## src/rtl/shift_right_deserializer.sv

```systemverilog
// shift_right_deserializer: MSB-first serial-to-parallel converter with valid/ready output buffer and sticky overflow.
// Optional even-parity trailer bit per frame when DESER_PARITY_EN is defined (adds parity_err output).
module shift_right_deserializer #(
  parameter int W  = 8,
  parameter int CW = 3
) (
  input  logic          clk,
  input  logic          rst_n,
  input  logic          si,
  input  logic          si_en,
  input  logic          sync,
  output logic [W-1:0]  dout,
  output logic          dout_valid,
  input  logic          dout_ready,
  output logic [CW-1:0] bit_cnt,
  output logic          ovf,
`ifdef DESER_PARITY_EN
  output logic          parity_err,
`endif
  input  logic          ovf_clr
);
`ifdef DESER_PARITY_EN
  localparam int FRAME = W + 1;
  localparam int SW    = W;
`else
  localparam int FRAME = W;
  localparam int SW    = W - 1;
`endif
  localparam logic [CW-1:0] LAST = CW'(FRAME - 1);
  logic [SW-1:0] sr_q, sr_d;
  logic [CW-1:0] cnt_q, cnt_d;
  logic [W-1:0]  dout_q, dout_d, word;
  logic          valid_q, valid_d, ovf_q, ovf_d;
  logic          shift_en, last, load, drop;
`ifdef DESER_PARITY_EN
  logic          perr_q, perr_d;
  assign word   = sr_q;
  assign perr_d = load ? (^sr_q ^ si) : perr_q;
  assign parity_err = perr_q;
`else
  // Only W-1 bits are kept; the W-th bit is taken straight from si on completion.
  assign word = {sr_q, si};
`endif
  always_comb begin
    shift_en = si_en & ~sync;
    last     = shift_en & (cnt_q == LAST);
    load     = last & (~valid_q | dout_ready);
    drop     = last & valid_q & ~dout_ready;
    sr_d     = sync ? (si_en ? SW'(si) : '0) : shift_en ? SW'({sr_q, si}) : sr_q;
    cnt_d    = sync ? (si_en ? CW'(1) : '0) : last ? '0 : shift_en ? cnt_q + CW'(1) : cnt_q;
    dout_d   = load ? word : dout_q;
    valid_d  = load | (valid_q & ~dout_ready);
    ovf_d    = drop | (ovf_q & ~ovf_clr);
  end
  always_ff @(posedge clk or negedge rst_n) begin
    if (!rst_n) begin
      sr_q    <= '0;
      cnt_q   <= '0;
      dout_q  <= '0;
      valid_q <= 1'b0;
      ovf_q   <= 1'b0;
    end else begin
      sr_q    <= sr_d;
      cnt_q   <= cnt_d;
      dout_q  <= dout_d;
      valid_q <= valid_d;
      ovf_q   <= ovf_d;
    end
  end
`ifdef DESER_PARITY_EN
  always_ff @(posedge clk or negedge rst_n) begin
    if (!rst_n) perr_q <= 1'b0;
    else        perr_q <= perr_d;
  end
`endif
  assign dout       = dout_q;
  assign dout_valid = valid_q;
  assign bit_cnt    = cnt_q;
  assign ovf        = ovf_q;
endmodule

```

## config.mk

```make
export PLATFORM = sky130hd
export DESIGN_NAME = shift_right_deserializer
export DESIGN_NICKNAME = d
export VERILOG_FILES = /design/src/rtl/shift_right_deserializer.sv
export SDC_FILE = /design/constraint.sdc
export NUM_CORES = 1
export LEC_CHECK = 0
export ABC_CLOCK_PERIOD_IN_PS = 1750
export CAP_MARGIN = 20
export CORE_MARGIN = 5
export CORE_UTILIZATION = 45
export CTS_BUF_LIST = sky130_fd_sc_hd__clkbuf_2
export DETAILED_ROUTE_END_ITERATION = 12
export MAX_ROUTING_LAYER = met4
export PLACE_DENSITY_LB_ADDON = 0.08
export SLEW_MARGIN = 25
export SYNTH_ARGS = -nofsm -noshare
export SYNTH_HDL_FRONTEND = slang
export SYNTH_SLANG_ARGS = --single-unit
```

## constraint.sdc

```tcl
create_clock -name clk -period 1.75 [get_ports clk]
set_clock_uncertainty 0.2 [all_clocks]
set_input_delay 0.2625 -clock clk [delete_from_list [all_inputs] [get_ports clk]]
set_output_delay 0.2625 -clock clk [all_outputs]
set_load 0.1 [all_outputs]
```

Word level (Yosys, flattened, before mapping)
Cells that the tools add are included.

Reduce and logical (&&, ||, !) cells: 2. Equality and inequality tests: 1. Multiplexer cells: 7. Add/subtract/negate cells: 1. Bitwise gates (word level): 14.

Operators with widths (count): $mux 7 (2); $mux 3 (3); $and 1x1->1 (7); $not 1->1 (4); $add 3x1->3 const B (1); $eq 3x3->1 const B (1); $or 1x1->1 (3); $reduce_bool 3->1 (1); $mux 1 (2); $reduce_bool 2->1 (1).

Output and inout bits: 13. Logic and storage cells: 30. Input bits: 7. Register bits: 20.

Depth between registers and ports, before layout
Word-level depth: 6. Mapped depth: 6. Gate-level depth less buffers: 5.

Worst setup path after synthesis
No wires, ideal clock.

Path kind: flip-flop to flip-flop. Start: register cnt_q[0], in the netlist bit_cnt[0]. End: register dout_q[0], in the netlist dout[0]. Path buffers: 1. Path slack: -0.641 ns. Period minus slack after synthesis: 2.391 ns. Arrival: 2.063 ns. Data required time: 1.422 ns. Cell stages (with the launch flop): 7. Setup time: 0.128 ns. Cells stage by stage: dfrtp_1 ha_1 ha_1 nand3b_1 nor2b_1 buf_4 mux2_1.

Word-level cells in the longest chain between the ends: 3.

RTL lines: from (decl) (line 31) `logic [CW-1:0] cnt_q, cnt_d;`; from (signal assigned) (line 64) `cnt_q <= cnt_d;`; $eq 3x3->1 (line 46) `last = shift_en & (cnt_q == LAST);`; $and 1x1->1 (line 46); $and 1x1->1 (line 47) `load = last & (~valid_q | dout_ready);`; to (signal assigned) (line 65) `dout_q <= dout_d;`; to (decl) (line 32) `logic [W-1:0] dout_q, dout_d, word;`.

Every way passes these cells. A chain may end at the register's enable or synchronous reset.

Worst setup path after layout
Start: register cnt_q[1], in the netlist bit_cnt[1]. End: register dout_q[4], in the netlist dout[4].

Same word-level chain as after synthesis.

==> impl_metrics.env <==
export IMPL_status="complete, but fails checks"
export IMPL_violations="negative setup slack"
export IMPL_place_port_buffers=19
export IMPL_p_per_area_nw_per_um2=631
export IMPL_period_needed_ns=1.76
export IMPL_synth_seq_cells=20
export IMPL_yosys_warnings=0
export IMPL_r2r_start="bit_cnt[1]$_DFFE_PN0P_"
export IMPL_final_antenna_net_count=0
export IMPL_avgSynthCellArea_um2=12.7
export IMPL_n_antenna_cell=0
export IMPL_vias=571
export IMPL_multi_input_area_um2=353
export IMPL_critPathBufInv=1
export IMPL_power_mw=0.839
export IMPL_drtPass1Iterations=4
export IMPL_cpMostUsedCell="ha_4"
export IMPL_drc_errors=0
export IMPL_root_buffer="clkbuf_2"
export IMPL_synth_nets=73
export IMPL_r2r_slack_ns=-0.009
export IMPL_path_max_fanout=4
export IMPL_netlist_instances=64
export IMPL_via_per_inst=4.76
export IMPL_clk_path_buf_depth=2
export IMPL_r2r_cells=6
export IMPL_dr_first_iter_drc_count=1
export IMPL_start_kind="flip-flop"
export IMPL_fp_coreArea_um2=1730
export IMPL_final_fill_count=127
export IMPL_grt_total_usage=0.137
export IMPL_wl_per_cell_um=12.9
export IMPL_wl_met1_um=717
export IMPL_die_height_um=52.6
export IMPL_layout_drive_gt1_share=0.453
export IMPL_hold_violations=0
export IMPL_worstPathCellList="ha_4 -> ha_4 -> nand3b_1 -> nor2b_2 -> buf_6 -> mux2_4"
export IMPL_fin_crit_sh=1.01
export IMPL_fin_ws_ns=-0.00889
export IMPL_grt_ovfl_total=0
export IMPL_syn_area_um2=816
export IMPL_top_layer="met4"
export IMPL_hold_class="input port to async pin"
export IMPL_finalSetupViolations=3
export IMPL_gp_congestion=0.774
export IMPL_wl_met3_um=78
export IMPL_antenna_found_initial=0
export IMPL_pin_count=20
export IMPL_seq_area_frac_synth=0.613
export IMPL_start_util=0.472
export IMPL_routed_wl_mm=1.55
export IMPL_leakage_nw=0.624
export IMPL_rsz0062_at_grt="yes"
export IMPL_cpPeakStageDelay_ns=0.47
export IMPL_clock_latency_ns=0.31
export IMPL_maxSlewViolCount=0
export IMPL_htreeDepth=1
export IMPL_hpwl_mm=1.12
export IMPL_r2r_end="dout[4]$_DFFE_PN0P_"
export IMPL_area_growth_pct=62.9
export IMPL_crit_arrival_ns=1.75
export IMPL_met2_length_um=740
export IMPL_clock_sinks=20
export IMPL_yosysTopAreaCell="dfrtp_1"
export IMPL_cp_required_ns=1.74
export IMPL_ys_top_cells_by_area="dfrtp_1 61%, mux2_1 11%, mux2i_1 8.6%"
export IMPL_crit_type="flip-flop to flip-flop"
export IMPL_seq_area_um2=510
export IMPL_final_nets=105
export IMPL_cp_end_kind="flip-flop"
export IMPL_grt_pass1_vias=618
export IMPL_ys_types=16
export IMPL_synth_top_area_frac=0.613
export IMPL_tritoncts="done"
export IMPL_peakVddDrop_v=0.000486
export IMPL_fp_dieArea_um2=2760
export IMPL_grt_pass1_wl_mm=2.63
export IMPL_cts_clk_slew_worst_paths_ns=0.19
export IMPL_path_delay_family="flip-flops"
export IMPL_cts_buffers_inserted=3
export IMPL_grt_max_degree=21
export IMPL_cap_violations=0
export IMPL_max_slew_worst_pin_slew_ns=0.250
export IMPL_slowest_stage="dfrtp_4"
export IMPL_dieWidth_um=52.6
export IMPL_fmax_ghz=0.569
export IMPL_rows=15
export IMPL_dp_worst_setup_slack_ns=-0.0875
export IMPL_final_util=0.770
export IMPL_timing_slew_headroom=0.833
layout make-up:
class                           instances  area share
Sequential cell                        20       0.384
Multi-Input combinational cell         40       0.266
Timing Repair Buffer                   30       0.309
Tap cell                               25      0.0235
Inverter                                1     0.00282
Clock buffer                            4      0.0151
Yosys cell counts:
cell,instances
nor2b_1,1
ha_1,2
buf_2,1
dfrtp_1,20
a21oi_1,1
buf_4,1
nor2_1,9
o21ai_0,2
mux2i_1,7
o22ai_1,1
inv_1,1
nand2_1,4
nand3b_1,2
clkbuf_1,1
nand2b_1,3
mux2_1,8
worst max-delay path by stage:
stage,from,endpoint,cells past startpoint
2_1_floorplan,bit_cnt[0]$_DFFE_PN0P_,dout[0]$_DFFE_PN0P_,6
3_3_place_gp,sync,dout[3]$_DFFE_PN0P_,5
5_1_grt,bit_cnt[1]$_DFFE_PN0P_,dout[3]$_DFFE_PN0P_,6
4_1_cts,bit_cnt[0]$_DFFE_PN0P_,dout[3]$_DFFE_PN0P_,6
3_5_place_dp,sync,dout[7]$_DFFE_PN0P_,5
6_report,bit_cnt[1]$_DFFE_PN0P_,dout[4]$_DFFE_PN0P_,6
sequential cells by signal, summed over array words and instances, names as in the netlist:
register and flops:
dout 8, sr_q 7, ovf 1, dout_valid 1
bit_cnt 3
where the power goes:
group,internal [mW],switching [mW]
Sequential,0.476,0.0115
Clock,0.0605,0.130
Combinational,0.0680,0.0916
worst register-to-register path, cell delays in order (launching register included):
cell and delay (ns):
dfrtp_4 0.47, ha_4 0.14, ha_4 0.12, nand3b_1 0.10, nor2b_2 0.18, buf_6 0.15
mux2_4 0.29
kinds of logic (layout without fill, tap and decap cells):
logic type | after synthesis | count (layout) | synth area share
multiplexers | 15 | 15 | 0.196
AO/OA/AOI/OAI | 4 | 4 | 0.0261
buffers and inverters | 4 | 35 | 0.0245
flip-flops | 20 | 20 | 0.613
adder cells (fa/ha/maj) | 2 | 2 | 0.0307
AND/OR/NAND/NOR | 19 | 19 | 0.109
layout by cell type (no fill, tap or decap), drive strengths merged:
cell / instances
buf: 24
clkbuf: 4
ha: 2
nor2: 9
o22ai: 1
a21oi: 1
inv: 1
mux2i: 7
nand3b: 2
nand2b: 3
nand2: 4
nor2b: 1
o21ai: 2
dfrtp: 20
clkdlybuf4s50: 6
mux2: 8
per-layer routing:
layer / global-route usage / up-vias
li1: - / 275
met1: 0.168 / 278
met2: 0.202 / 16
met3: 0.0285 / 2
met4: 0.0894 / 0
met5: - / -
metrics by stage:
step,std cells,instance area [um2],hold WS [ns],setup TNS (ns)
3_3_place_gp,114,1280,0.295,-0.505
6_report,120,1330,0.0559,-0.0242
2_1_floorplan,64,881,-0.233,-1.56
4_1_cts,119,1310,0.0550,-0.0162
3_5_place_dp,114,1280,0.306,-0.655
5_1_grt,120,1330,0.0442,-0.211
repair_timing:
action	CTS	global route
buffers inserted	1	1
pin swaps	1	1
gates resized for setup	0	3
cloned	0	0
setup endpoints to repair	7	8
hold buffers	0	0
No activity file was read; power rests on OpenSTA's default activity.
